## src/rtl/complex_operand_feeder.sv

```systemverilog
// complex_operand_feeder: buffers complex operand arrays A/B and streams them pairwise to complex_array_sub_add
// Ports: host write (wr_en/wr_sel/wr_data/wr_clr), run command (cmd_start/cmd_op),
// stream out (a_data/b_data/a_valid/b_valid/start/last/operation, out_ready),
// status (busy/done/a_cnt/b_cnt/wr_err/cmd_err).
// Optional: FEEDER_CONJ_B_EN negates (saturating) the imaginary part of b_data.
module complex_operand_feeder #(
  parameter int DATA_W = 16,
  parameter int DEPTH = 16,
  localparam int AW = $clog2(DEPTH)
) (
  input  logic                clk,
  input  logic                rst,
  input  logic                wr_en,
  input  logic                wr_sel,
  input  logic [2*DATA_W-1:0] wr_data,
  input  logic                wr_clr,
  input  logic                cmd_start,
  input  logic                cmd_op,
  input  logic                out_ready,
  output logic [2*DATA_W-1:0] a_data,
  output logic [2*DATA_W-1:0] b_data,
  output logic                a_valid,
  output logic                b_valid,
  output logic                start,
  output logic                last,
  output logic                operation,
  output logic                busy,
  output logic                done,
  output logic [AW:0]         a_cnt,
  output logic [AW:0]         b_cnt,
  output logic                wr_err,
  output logic                cmd_err
);
  typedef enum logic [1:0] {IDLE, PRIME, STREAM, FINISH} state_t;
  localparam logic [AW:0] FULL = (AW+1)'(DEPTH);
  state_t state_q, state_d;
  logic [2*DATA_W-1:0] mem_a [DEPTH];
  logic [2*DATA_W-1:0] mem_b [DEPTH];
  logic [2*DATA_W-1:0] rd_a_q, rd_b_q, b_word, a_data_q, b_data_q;
  logic [AW-1:0] raddr_q, idx_q, idx_d;
  logic [AW:0] a_cnt_q, b_cnt_q;
  logic valid_q, start_q, last_q, op_q, busy_q, done_q, wr_err_q, cmd_err_q;
  logic idle, clr_now, sel_full, wr_ok, accept, adv, fin, rd_en;
  assign idle     = state_q == IDLE;
  assign clr_now  = wr_clr & idle;
  assign sel_full = wr_sel ? b_cnt_q == FULL : a_cnt_q == FULL;
  assign wr_ok    = wr_en & ~clr_now & idle & ~sel_full;
  assign accept   = cmd_start & idle & a_cnt_q == FULL & b_cnt_q == FULL;
  // both pipeline stages (RAM read register and output register) advance together
  assign adv      = state_q == STREAM & (~valid_q | out_ready);
  assign fin      = state_q == STREAM & valid_q & out_ready & last_q;
  assign rd_en    = state_q == PRIME | adv;
  assign idx_d    = valid_q ? idx_q + AW'(1) : '0;
`ifdef FEEDER_CONJ_B_EN
  logic [DATA_W-1:0] b_im;
  assign b_im   = rd_b_q[DATA_W-1:0];
  assign b_word = {rd_b_q[2*DATA_W-1:DATA_W],
                   b_im == {1'b1, {(DATA_W-1){1'b0}}} ? {1'b0, {(DATA_W-1){1'b1}}} : -b_im};
`else
  assign b_word = rd_b_q;
`endif
  always_comb begin
    state_d = accept ? PRIME :
              state_q == PRIME ? STREAM :
              fin ? FINISH :
              state_q == FINISH ? IDLE : state_q;
  end
  always_ff @(posedge clk) begin
    if (wr_ok & ~wr_sel) mem_a[a_cnt_q[AW-1:0]] <= wr_data;
    if (wr_ok & wr_sel) mem_b[b_cnt_q[AW-1:0]] <= wr_data;
    if (rd_en) begin
      rd_a_q <= mem_a[raddr_q];
      rd_b_q <= mem_b[raddr_q];
    end
  end
  always_ff @(posedge clk or posedge rst) begin
    if (rst) begin
      state_q   <= IDLE;
      a_cnt_q   <= '0;
      b_cnt_q   <= '0;
      raddr_q   <= '0;
      idx_q     <= '0;
      a_data_q  <= '0;
      b_data_q  <= '0;
      valid_q   <= 1'b0;
      start_q   <= 1'b0;
      last_q    <= 1'b0;
      op_q      <= 1'b0;
      busy_q    <= 1'b0;
      done_q    <= 1'b0;
      wr_err_q  <= 1'b0;
      cmd_err_q <= 1'b0;
    end else begin
      state_q   <= state_d;
      wr_err_q  <= wr_en & ~clr_now & (~idle | sel_full);
      cmd_err_q <= cmd_start & ~accept;
      done_q    <= fin;
      busy_q    <= accept | (busy_q & ~fin);
      if (clr_now) begin
        a_cnt_q <= '0;
        b_cnt_q <= '0;
      end else if (wr_ok) begin
        if (wr_sel) b_cnt_q <= b_cnt_q + (AW+1)'(1);
        else a_cnt_q <= a_cnt_q + (AW+1)'(1);
      end
      if (accept) begin
        op_q    <= cmd_op;
        raddr_q <= '0;
      end else if (rd_en) raddr_q <= raddr_q + AW'(1);
      if (fin) begin
        valid_q <= 1'b0;
        start_q <= 1'b0;
        last_q  <= 1'b0;
      end else if (adv) begin
        valid_q  <= 1'b1;
        a_data_q <= rd_a_q;
        b_data_q <= b_word;
        idx_q    <= idx_d;
        start_q  <= ~valid_q;
        last_q   <= &idx_d;
      end
    end
  end
  assign a_data    = a_data_q;
  assign b_data    = b_data_q;
  assign a_valid   = valid_q;
  assign b_valid   = valid_q;
  assign start     = start_q;
  assign last      = last_q;
  assign operation = op_q;
  assign busy      = busy_q;
  assign done      = done_q;
  assign a_cnt     = a_cnt_q;
  assign b_cnt     = b_cnt_q;
  assign wr_err    = wr_err_q;
  assign cmd_err   = cmd_err_q;
endmodule

```

## config.mk

```make
export PLATFORM = sky130hd
export DESIGN_NAME = complex_operand_feeder
export DESIGN_NICKNAME = d
export VERILOG_FILES = /design/src/rtl/complex_operand_feeder.sv
export SDC_FILE = /design/constraint.sdc
export NUM_CORES = 1
export LEC_CHECK = 0
export BUFFER_PORTS_ARGS = -buffer_cell sky130_fd_sc_hd__buf_2
export CAP_MARGIN = 20
export CELL_PAD_IN_SITES_DETAIL_PLACEMENT = 0
export CELL_PAD_IN_SITES_GLOBAL_PLACEMENT = 2
export CORE_MARGIN = 2
export CORE_UTILIZATION = 40
export CTS_BUF_LIST = sky130_fd_sc_hd__clkbuf_16
export DETAILED_ROUTE_END_ITERATION = 6
export GPL_ROUTABILITY_DRIVEN = 0
export PLACE_DENSITY = 0.64
export SYNTH_ARGS = -nofsm -noshare
export SYNTH_HDL_FRONTEND = slang
export SYNTH_SLANG_ARGS = --single-unit
```

## constraint.sdc

```tcl
create_clock -name clk -period 3.63 [get_ports clk]
set_input_delay 0.363 -clock clk [delete_from_list [all_inputs] [get_ports clk]]
set_output_delay 0.363 -clock clk [all_outputs]
set_load 0.02 [all_outputs]
```

* Word level (Yosys, flattened, before mapping) *
Memory sizes are Yosys's and may differ from the RTL's. A register that Yosys moved wholly into a read port is not among the register bits.
Cells that the tools add are included.

storage, ports and cells
  register bits after elaboration = 92
  RAM bits = 1024
  logic and storage cells = 88
  memories = 2

operators by class
  add/sub/neg operators = 4
  eq/ne operators = 6
  mux-type cells = 24
  bitwise gates (word level) = 27
  reduce and logical (&&, ||, !) cells = 10

memory list
  name   depth  width  read ports  clocked after memory_dff  write ports  RTL line  source
  mem_a  16     32     1           1                         1            37        logic [2*DATA_W-1:0] mem_a [DEPTH];
  mem_b  16     32     1           1                         1            38        logic [2*DATA_W-1:0] mem_b [DEPTH];

operators with widths
  cell                 count
  $mux 5               6
  $and 1x1->1          16
  $mux 4               3
  $mux 1               11
  $add 5x1->5 const B  2
  $eq 5x5->1 const B   2
  $add 4x1->4 const B  2
  $mux 2               4
  $reduce_bool 2->1    4
  $not 1->1            7
  $reduce_and 2->1     3
  $eq 2x2->1 const B   2
  $or 1x1->1           4
  $reduce_and 4->1     1
  $reduce_bool 4->1    1
  $eq 2x1->1 const B   1
  $logic_not 2->1      1
  $ne 2x1->1 const B   1

* Longest topological paths before layout *
Gate-level depths: netlist (run 1).

  depth after elaboration = 9
  mapped depth = 7

* Worst setup path after synthesis (run 1) *
Ideal clock, no wire load.

  path kind = flip-flop to flip-flop
  start = reg a_cnt_q[0] (netlist: a_cnt[0])
  end = mem mem_a[0][0] (netlist bit), enable pin
  library setup time = 421 ps
  data arrival time = 3036 ps
  data required time = 3209 ps
  setup slack = 173 ps
  stages on the path, launching flop included = 6
  period minus slack after synthesis = 3457 ps
  cells stage by stage = dfrtp_1 -> inv_1 -> ha_1 -> and4bb_2 -> or4_1 -> nor2_1

on the way
  word-level cells in the longest chain between the ends = 7

RTL lines
  element                       RTL line  source
  from (decl)                   41        logic [AW:0] a_cnt_q, b_cnt_q;
  from (signal assigned)        104       else a_cnt_q <= a_cnt_q + (AW+1)'(1);
  $eq 5x5->1                    46        assign sel_full = wr_sel ? b_cnt_q == FULL : a_cnt_q == FULL;
  $mux 1                        46
  $not 1->1                     47        assign wr_ok = wr_en & ~clr_now & idle & ~sel_full;
  $and 1x1->1                   47
  $and 1x1->1                   69        if (wr_ok & ~wr_sel) mem_a[a_cnt_q[AW-1:0]] <= wr_data;
  $mux 1                        69
  $mux 1 (not written as such)  69
  to (decl)                     37

Several ways; a longest one is shown, not always the timed one.

* Worst setup path after layout (run 1) *
  start = reg a_cnt_q[0] (netlist: a_cnt[0])
  end = mem mem_a[3][5] (netlist bit), enable pin

The elaborated chain is that of the path after synthesis.

==> qor.csv, run 1 <==
metric,value,unit
status,completed,
cp.required,3.95,ns
p_total,0.0274,W
numCtsBuffers,120,
timing.fmax,354,MHz
setup_violations,0,
synth_top_area_share,0.725,
core,112000,sq um
relSlewSlack,0.408,
r2r_start,a_cnt[0]$_DFFE_PP0P_,
final_antenna_net_count,0,
vias_per_cell,5.45,
drive_gt1_frac,0.237,
synth_area,45000,sq um
tns,0,ns
synth_top_cell_by_area,edfxtp_1,
ff2ff_path_depth,6,
numPlacedInstances,3793,
p_per_area,529,nW/um^2
grt_max_degree,84,
reg2reg_slack,0.81,ns
synth_nets,2274,
grt_antenna_before_repair,1,
cp_num_cells,6,
tightest_slew,0.888,ns
finalClockSkew,0.0181,ns
nets,2470,
max_cap_violations,0,
yosysMostFrequentCell,edfxtp_1,
crit_path_end_kind,flip-flop,
postRouteWirelength,105000,microns
gr-usage-met2,0.302,
synthCells,2224,
pin_count,123,
hold_viol,0,
crit_buf_inv,2,
htree_num_levels,3,
cp-endpoint,mem_a[3][5]$_DFFE_PP_,
cts_setup_buffers,0,
ir_worst_vdd,0.348,mV
power.leakage,19.1,nW
avgSynthCellArea,20.3,sq um
max_stage_delay,0.69,ns
cp_cell_sequence,inv_1 > ha_1 > and4bb_2 > or4_1 > nor2_4 > buf_4,
rows,123,
drc_errors,0,
path_class,reg -> reg,
slowest_stage,or4_1,
grt_pass1_wl,156000,microns
cts_sinks,1180,
synth-main-ff-cell,edfxtp_1,
grt_use_met3,0.0295,
drt_first_pass_iters,6,
dr_total_vias,21900,
nFillCells,9495,
cp-startpoint,a_cnt[0]$_DFFE_PP0P_,
maxSlewViolCount,0,
grt_pass1_vias,23000,
fin_util,0.462,
synth_area_leaders,"edfxtp_1 73%, mux4_2 6.4%, mux2i_1 5.8%",
ys_types,44,
port_buffers,122,
reg2reg_to,mem_a[3][5]$_DFFE_PP_,
die_w,340,microns
worstSetupStartpointType,flip-flop,
worstHoldPathType,in -> reg,
grtUsageMet1,0.255,
cp_top_family,simple AND/OR/NAND/NOR gates,
cts_resized,0,
diodes,0,
clkLatencyLatePin,0.70,ns
layout_min_cycle_time,2.82,ns
grt_most_used_layer,met2,
fin_crit_sh,0.778,
cts_buffer_depth,3,
routedWlPerCell,26.2,microns
ys_ff_latch,1180,
dp_hpwl,57100,microns
dr.first_iter.drc_count,1721,
clk_pin_slew,0.06,ns
rsz0062_at_grt,false,
start_util,0.402,
crit_arrival,3.15,ns
grt_use_total,0.183,
overflow,0,
cts_tree,built,
stdcell_count,4026,
yosysWarnings,0,
synth_common_cells,"1088 x edfxtp_1, 263 x mux2i_1, 128 x a221oi_1, 128 x mux4_2, 92 x dfrtp_1",
die-area,115000,sq um
crit_path_max_fanout,32,
synth_edf_count,1088,
ys_seq_area_frac,0.776,
die_h,340,microns
synthArstFlopShare,0.0780,
clock-root-buffer,clkbuf_16,
syn2layout_area_growth,15.0,%
timing repair:
| item | CTS | global route |
|---|---|---|
| hold endpoints to repair | 41 | 0 |
| hold buffers | 5 | 0 |
| setup endpoints to repair | 0 | 0 |
worst reg2reg max path, stage by stage (launching register included):
cell      delay, ns
dfrtp_1        0.45
inv_1          0.09
ha_1           0.26
and4bb_2       0.31
or4_1          0.69
nor2_4         0.14
buf_4          0.47
final cells by class:
| type | count | area, sq um | share of cell area |
|---|---|---|---|
| clock inverters | 103 | 810 | 0.0156 |
| well taps | 1500 | 1880 | 0.0362 |
| multi-input cells | 907 | 9360 | 0.181 |
| flip-flops and latches | 1180 | 35000 | 0.675 |
| inverters | 17 | 67.6 | 0.00130 |
| clock buffers | 125 | 3130 | 0.0604 |
| repair buffers | 194 | 1580 | 0.0304 |
layout by cell type (no fill, tap or decap), drive strengths merged, types with 64 or more instances in the layout:
| cell | instances |
|---|---|
| a221oi | 128 |
| a22oi | 64 |
| buf | 189 |
| clkbuf | 125 |
| dfrtp | 92 |
| edfxtp | 1088 |
| mux2 | 64 |
| mux2i | 263 |
| mux4 | 128 |
| nand2 | 77 |
| o21ai | 70 |
sequential cells by signal, indices dropped and copies added, names as in the netlist:
| name | cells |
|---|---|
| cmd_err | 1 |
| a_valid | 1 |
| a_cnt | 5 |
| state_q | 2 |
| raddr_q | 4 |
| last | 1 |
| mem_b | 512 |
| mem_a | 512 |
| operation | 1 |
| b_cnt | 5 |
| a_data | 32 |
| start | 1 |
| done | 1 |
| idx_q | 4 |
| b_word | 32 |
| wr_err | 1 |
| b_data | 32 |
| rd_a_q | 32 |
| busy | 1 |
cells by family after synthesis:
group,Yosys count,share of synthesized area
AOI/OAI and AO/OA,273,0.0450
xor gates and xnor gates,8,0.00156
adders and majority gates,10,0.00278
buffers and inverters,137,0.0174
DFF,1180,0.776
muxes,455,0.138
and+or+nand+nor,161,0.0183
metrics by stage:
stage                     hold slack, ns  worst slack [ns]  cell area [sq um]
final                             0.0819             0.807              51800
after global routing              0.0679             0.682              51800
after CTS                         0.0207             0.804              51800
after detailed placement           0.464             0.834              47800
after global placement             0.458             0.892              47800
after floorplan                    0.439             0.173              45000
worst min-delay path by stage:
stage | depth (start not counted) | startpoint | to | slack (ns)
6_report | 3 | wr_clr | wr_err$_DFF_PP0_ | 0.08
5_1_grt | 3 | wr_clr | wr_err$_DFF_PP0_ | 0.07
4_1_cts | 3 | wr_clr | wr_err$_DFF_PP0_ | 0.02
3_5_place_dp | 1 | b_word[0]$_DFFE_PP_ | b_data[0]$_DFFE_PP0P_ | 0.46
3_3_place_gp | 2 | rst | b_data[30]$_DFFE_PP0P_ | 0.46
2_1_floorplan | 1 | b_word[18]$_DFFE_PP_ | b_data[18]$_DFFE_PP0P_ | 0.44
metal layers:
metal  part of all wire  vias up  wire (microns)
li1                   -     9580               -
met2               0.49      499           51500
met4              0.016        0            1730
met5                  0        -               0
met3              0.047      133            5000
met1               0.45    11700           47100
power breakdown:
group	leakage (nW)	internal (W)	total (W)	switching, W
clock	2.04	0.00711	0.0122	0.00511
combinational	6.04	0.0000476	0.000299	0.000252
sequential	11.0	0.0149	0.0149	0.00000895
total	19.1	0.0220	0.0274	0.00537
No activity file was read; power rests on OpenSTA's default activity.
==> inputs of run 2 (changes only) <==
==> constraint.sdc (replaced) <==
create_clock -name clk -period 2.8 [get_ports clk]
set_input_delay 0.28 -clock clk [delete_from_list [all_inputs] [get_ports clk]]
set_output_delay 0.28 -clock clk [all_outputs]
set_load 0.02 [all_outputs]
==> run 2 against run 1 <==
  * Register-to-register slack got worse by 0.62 ns
  * Sequential share of layout area fell by 0.82 points
  * Die area did not move
  * Combinational power rose by 42%
  * Critical path depth did not move
  * Final area rose by 1.2%
  * Sequential power rose by 30%
  * Setup slack got worse by 0.62 ns
  * Sequential cell count did not move
  * Utilization rose by 0.57 points
  * Critical endpoint is now mem_a[2][28]$_DFFE_PP_
  * Largest cell class unchanged
  * Highest routed layer is now met5
==> qor.csv, run 2 (synthesis gave the netlist of run 1 again) <==
metric,value,unit,change
status,completed,,
dr_total_vias,22100,,+0.85%
cp.required,3.17,ns,-0.78 ns
path_class,reg -> reg,,
rows,123,,unchanged
cp_top_family,simple AND/OR/NAND/NOR gates,,
pin_count,123,,unchanged
setup_violations,0,,unchanged
relSlewSlack,0.464,,+0.0555
finalClockSkew,0.0202,ns,+0.00207 ns
final_cell_mix,"1088 x edfxtp_1, 263 x mux2i_1, 128 x a221oi_1, 128 x mux4_2, 122 x buf_2",,
stdcell_count,4073,,+1.2%
port_buffers,122,,unchanged
grt_max_degree,68,,-19%
crit_buf_inv,2,,unchanged
tns,0,ns,unchanged
slowest_stage,or4_1,,
p_per_area,682,nW/um^2,+29%
dp_hpwl,62600,microns,+9.5%
cts_buffer_depth,3,,unchanged
crit_path_max_fanout,19,,-41%
final_common_cell,edfxtp_1,,
die_w,340,microns,unchanged
grt_pass1_wl,158000,microns,+1.7%
hold_viol,0,,unchanged
worstHoldPathType,in -> reg,,
crit_arrival,2.99,ns,-0.16 ns
overflow,0,,unchanged
postRouteWirelength,108000,microns,+2.8%
timing.fmax,383,MHz,+8.0%
max_cap_violations,0,,unchanged
numCtsBuffers,121,,+0.83%
nets,2514,,+1.8%
cp_cell_sequence,inv_1 > ha_1 > and4bb_2 > or4_1 > nor2_4 > buf_4,,
syn2layout_area_growth,16.4,%,
final_antenna_net_count,0,,unchanged
grt_antenna_before_repair,2,,+1
maxSlewViolCount,0,,unchanged
whs,0.0546,ns,-0.0273 ns
clk_pin_slew,0.06,ns,about the same
worstSetupStartpointType,flip-flop,,
max_stage_delay,0.70,ns,about the same
drc_errors,0,,unchanged
p_total,0.0357,W,+30%
start_util,0.402,,unchanged
rsz0062_at_grt,false,,
cts_tree,built,,
core,112000,sq um,unchanged
dr.first_iter.drc_count,1801,,+4.6%
crit_path_end_kind,flip-flop,,
drt_first_pass_iters,7,,+1
numPlacedInstances,3833,,+1.1%
drive_gt1_frac,0.248,,+0.0113
routedWlPerCell,26.6,microns,+1.7%
fin_crit_sh,0.933,,+0.155
cts_sinks,1180,,unchanged
htree_num_levels,3,,unchanged
tightest_slew,0.805,ns,-0.0833 ns
die-area,115000,sq um,unchanged
ir_worst_vdd,0.489,mV,+40%
fin_util,0.468,,+0.00570
grt_use_total,0.188,,+0.00493
layout_min_cycle_time,2.61,ns,-0.210 ns
power.leakage,19.4,nW,+1.6%
vias_per_cell,5.43,,-0.32%
clkLatencyLatePin,0.71,ns,about the same
grt_pass1_vias,22900,,-0.23%
clock-root-buffer,clkbuf_16,,
die_h,340,microns,unchanged
[run 2: cell count changes in the layout (fill, tap and decap cells not counted), moves of 2 or more]
cell / delta
buf_12: +20
buf_4: +20
clkinv_1: +8
inv_1: -5
clkbuf_16: -4
inv_16: +4
dlygate4sd3_1: +3
bufinv_16: +2
clkinv_2: -2
clkinv_8: +2
[run 2: where the power goes]
part / switching, W / internal, W / leakage [nW]
Sequential: 0.0000109 / 0.0193 / 11.0
Combinational: 0.000355 / 0.0000698 / 6.34
Clock: 0.00678 / 0.00925 / 2.05
[run 2: cell type report]
cell class / count / area, sq um
clock buffer: 121 / 3030
inverter: 17 / 68.8
clock inverter: 110 / 961
fill: 9461 / 59600
tap: 1500 / 1880
sequential: 1180 / 35000
timing repair buffer: 237 / 2160
multi-input combinational: 907 / 9360
antenna: 1 / 2.50
[run 2: stage by stage]
step	worst slack [ns]	cell area, sq um
floorplan	-0.181	45100
global placement	0.238	48400
detailed placement	0.192	48400
CTS	0.184	52400
global route	0.0600	52400
finish	0.187	52400
[run 2: worst register-to-register path, cell delays in order, from the launching register on]
cell and delay (ns):
dfrtp_1 0.42, inv_1 0.09, ha_1 0.25, and4bb_2 0.32, or4_1 0.70, nor2_4 0.16, buf_4 0.31
[run 2: worst paths after layout]
check                                     start                      to  slack [ns]  depth (start not counted)
max                        a_cnt[1]$_DFFE_PP0P_  mem_a[2][28]$_DFFE_PP_        0.19                          6
min                                      wr_sel    a_cnt[2]$_DFFE_PP0P_        0.05                          4
max reg2reg                a_cnt[1]$_DFFE_PP0P_  mem_a[2][28]$_DFFE_PP_        0.19                          6
min reg2reg                b_word[20]$_DFFE_PP_  b_data[20]$_DFFE_PP0P_        0.47                          1
max in group asynchronous                   rst  a_data[12]$_DFFE_PP0P_        1.45                          5
min in group asynchronous                   rst  b_data[29]$_DFFE_PP0P_        0.60                          4
[run 2: repair_timing]
item,4_1_cts,5_1_grt
hold buffers,8,0
gates resized for setup,0,0
setup endpoints to repair,0,0
setup buffers,0,0
hold endpoints to repair,99,0
[run 2: per-layer routing]
layer,up-vias,GRT usage,share of wire
met1,11800,0.264,0.45
met2,540,0.304,0.48
met3,135,0.0351,0.053
met5,-,0,0.000065
li1,9682,-,-
met4,2,0.0478,0.018
==> inputs of run 3 (changes only) <==
--- a/config.mk
+++ b/config.mk
@@ -6,15 +6,14 @@
 export NUM_CORES = 1
 export LEC_CHECK = 0
 export BUFFER_PORTS_ARGS = -buffer_cell sky130_fd_sc_hd__buf_2
-export CAP_MARGIN = 20
 export CELL_PAD_IN_SITES_DETAIL_PLACEMENT = 0
 export CELL_PAD_IN_SITES_GLOBAL_PLACEMENT = 2
 export CORE_MARGIN = 2
-export CORE_UTILIZATION = 40
+export CORE_UTILIZATION = 45
 export CTS_BUF_LIST = sky130_fd_sc_hd__clkbuf_16
 export DETAILED_ROUTE_END_ITERATION = 6
 export GPL_ROUTABILITY_DRIVEN = 0
-export PLACE_DENSITY = 0.64
+export PLACE_DENSITY = 0.71
 export SYNTH_ARGS = -nofsm -noshare
 export SYNTH_HDL_FRONTEND = slang
 export SYNTH_SLANG_ARGS = --single-unit
==> run 3 against run 2 <==
  * Clock skew up 0.0012 ns
  * Setup slack worse by 0.042 ns
  * Highest routed layer unchanged
  * Combinational power down 6.6%
  * Hold slack better by 0.033 ns
  * First-iteration DRC count up 11%
  * Total power down 2.2%
  * Utilization up 5.3 points
  * Maximum frequency down 1.6%
==> qor.csv, run 3 (synthesis gave the netlist of run 1 again) <==
metric,value,unit,change
cp.required,3.18,ns,about the same
tns,0,ns,unchanged
place_area,48100,sq um,-0.63%
final_antenna_net_count,0,,unchanged
status,completed,,
routedWlPerCell,26.9,microns,+1.3%
crit_arrival,3.04,ns,+0.05 ns
drt_first_pass_iters,5,,-2
grt_pass1_wl,154000,microns,-2.7%
layout_min_cycle_time,2.66,ns,+0.0422 ns
pin_count,123,,unchanged
drc_errors,0,,unchanged
grt_antenna_before_repair,2,,unchanged
start_util,0.452,,+0.0497
power.leakage,19.3,nW,-0.44%
multi_input_area,9370,sq um,about the same
finalClockSkew,0.0214,ns,+0.00124 ns
vias_per_cell,5.75,,+5.9%
cts_tree,built,,
die_h,320,microns,-5.7%
maxSlewViolCount,0,,unchanged
cp_top_family,simple AND/OR/NAND/NOR gates,,
nets,2510,,-0.16%
reg2reg_to,mem_a[3][1]$_DFFE_PP_,,
htree_num_levels,3,,unchanged
reg2reg_slack,0.14,ns,-0.04 ns
tightest_slew,0.770,ns,-0.0349 ns
clk_pin_slew,0.06,ns,about the same
rows,116,,-5.7%
crit_path_end_kind,flip-flop,,
cp_cell_sequence,inv_1 > ha_1 > and4bb_2 > or4_1 > nor2_4 > buf_12,,
final_cell_mix,"1088 x edfxtp_1, 263 x mux2i_1, 128 x a221oi_1, 128 x mux4_2, 122 x buf_2",,
fin_crit_sh,0.948,,+0.0151
die-area,103000,sq um,-11%
port_buffers,122,,unchanged
final_common_cell,edfxtp_1,,
cts_setup_buffers,0,,unchanged
hold_viol,0,,unchanged
setup_violations,0,,unchanged
cts_buffer_depth,3,,unchanged
postRouteWirelength,104000,microns,-3.9%
relSlewSlack,0.487,,+0.0233
overflow,0,,unchanged
max_stage_delay,0.73,ns,+0.03 ns
nFillCells,7716,,-18%
ff2ff_path_depth,6,,unchanged
worstHoldPathType,in -> reg,,
drive_gt1_frac,0.246,,-0.00205
grt_use_total,0.206,,+0.0178
worstSetupStartpointType,flip-flop,,
max_cap_violations,0,,unchanged
rsz0062_at_grt,false,,
grt_pass1_vias,23300,,+1.6%
syn2layout_area_growth,15.3,%,
dp_hpwl,58600,microns,-6.4%
crit_buf_inv,2,,unchanged
cts_sinks,1180,,unchanged
r2r_start,a_cnt[0]$_DFFE_PP0P_,,
diodes,0,,-1
die_w,320,microns,-5.7%
cp_num_cells,6,,unchanged
slowest_stage,or4_1,,
crit_path_max_fanout,30,,+11
timing.fmax,377,MHz,-1.6%
core,99700,sq um,-11%
grt_max_degree,69,,+1.5%
path_class,reg -> reg,,
cp-endpoint,mem_a[3][1]$_DFFE_PP_,,
cp-startpoint,a_cnt[0]$_DFFE_PP0P_,,
numCtsBuffers,121,,unchanged
dr.first_iter.drc_count,2007,,+11%
p_per_area,673,nW/um^2,-1.3%
clock-root-buffer,clkbuf_16,,
stdcell_area,52000,sq um,-0.94%
ir_worst_vdd,0.514,mV,+5.2%
dr_total_vias,22200,,+0.46%
clkLatencyLatePin,0.70,ns,about the same
final-seq-area,35000,sq um,about the same
[run 3: metrics by stage]
step	setup WS [ns]	std cells	hold slack [ns]	util	power (W)
CTS	0.156	3863	0.0400	0.521	0.0353
global route	0.0380	3863	0.0877	0.521	0.0361
global placement	0.157	3628	0.373	0.482	0.0200
finish	0.145	3863	0.0881	0.521	0.0350
detailed placement	0.0159	3628	0.382	0.482	0.0201
floorplan	-0.181	2224	0.379	-	0.0197
[run 3: metal layers]
metal	vias up	part of all wire	track usage
li1	9666	-	-
met1	11800	0.44	0.290
met2	636	0.49	0.338
met3	147	0.051	0.0294
met4	2	0.019	0.0547
met5	-	0.00012	0
[run 3: timing repair]
item,in CTS,in global routing
hold buffers,7,0
hold endpoints to repair,43,0
endpoints found under the setup margin,56,0
gates resized for setup,1,0
[run 3: how the worst min path moves through the flow]
stage / start / end / slack, ns / cells after the start
after floorplan: wr_data[0] / mem_a[0][0]$_DFFE_PP_ / 0.38 / 0
after global placement: rst / b_data[3]$_DFFE_PP0P_ / 0.37 / 2
after detailed placement: rst / b_data[3]$_DFFE_PP0P_ / 0.38 / 2
after CTS: wr_sel / b_cnt[2]$_DFFE_PP0P_ / 0.04 / 4
after global routing: wr_sel / b_cnt[2]$_DFFE_PP0P_ / 0.09 / 4
final: wr_sel / a_cnt[2]$_DFFE_PP0P_ / 0.09 / 4
[run 3: final cells by class]
cell class,instances,area share
repair buffers,233,0.0404
inverters,17,0.00130
clock buffers,121,0.0583
flip-flops and latches,1180,0.673
well taps,1298,0.0313
multi-input cells,907,0.180
clock inverters,107,0.0150
[run 3: worst min-delay path: stages]
cell and delay [ns]:
buf_2 0.21, nor4b_2 0.09, xnor2_1 0.13, nor2_1 0.04
[run 3: where the power goes]
part,total [W],internal (W),leakage (nW),switching [W]
clock,0.0153,0.00875,1.99,0.00653
combinational,0.000397,0.0000681,6.31,0.000328
sequential,0.0193,0.0193,11.0,0.0000122
total,0.0350,0.0281,19.3,0.00687
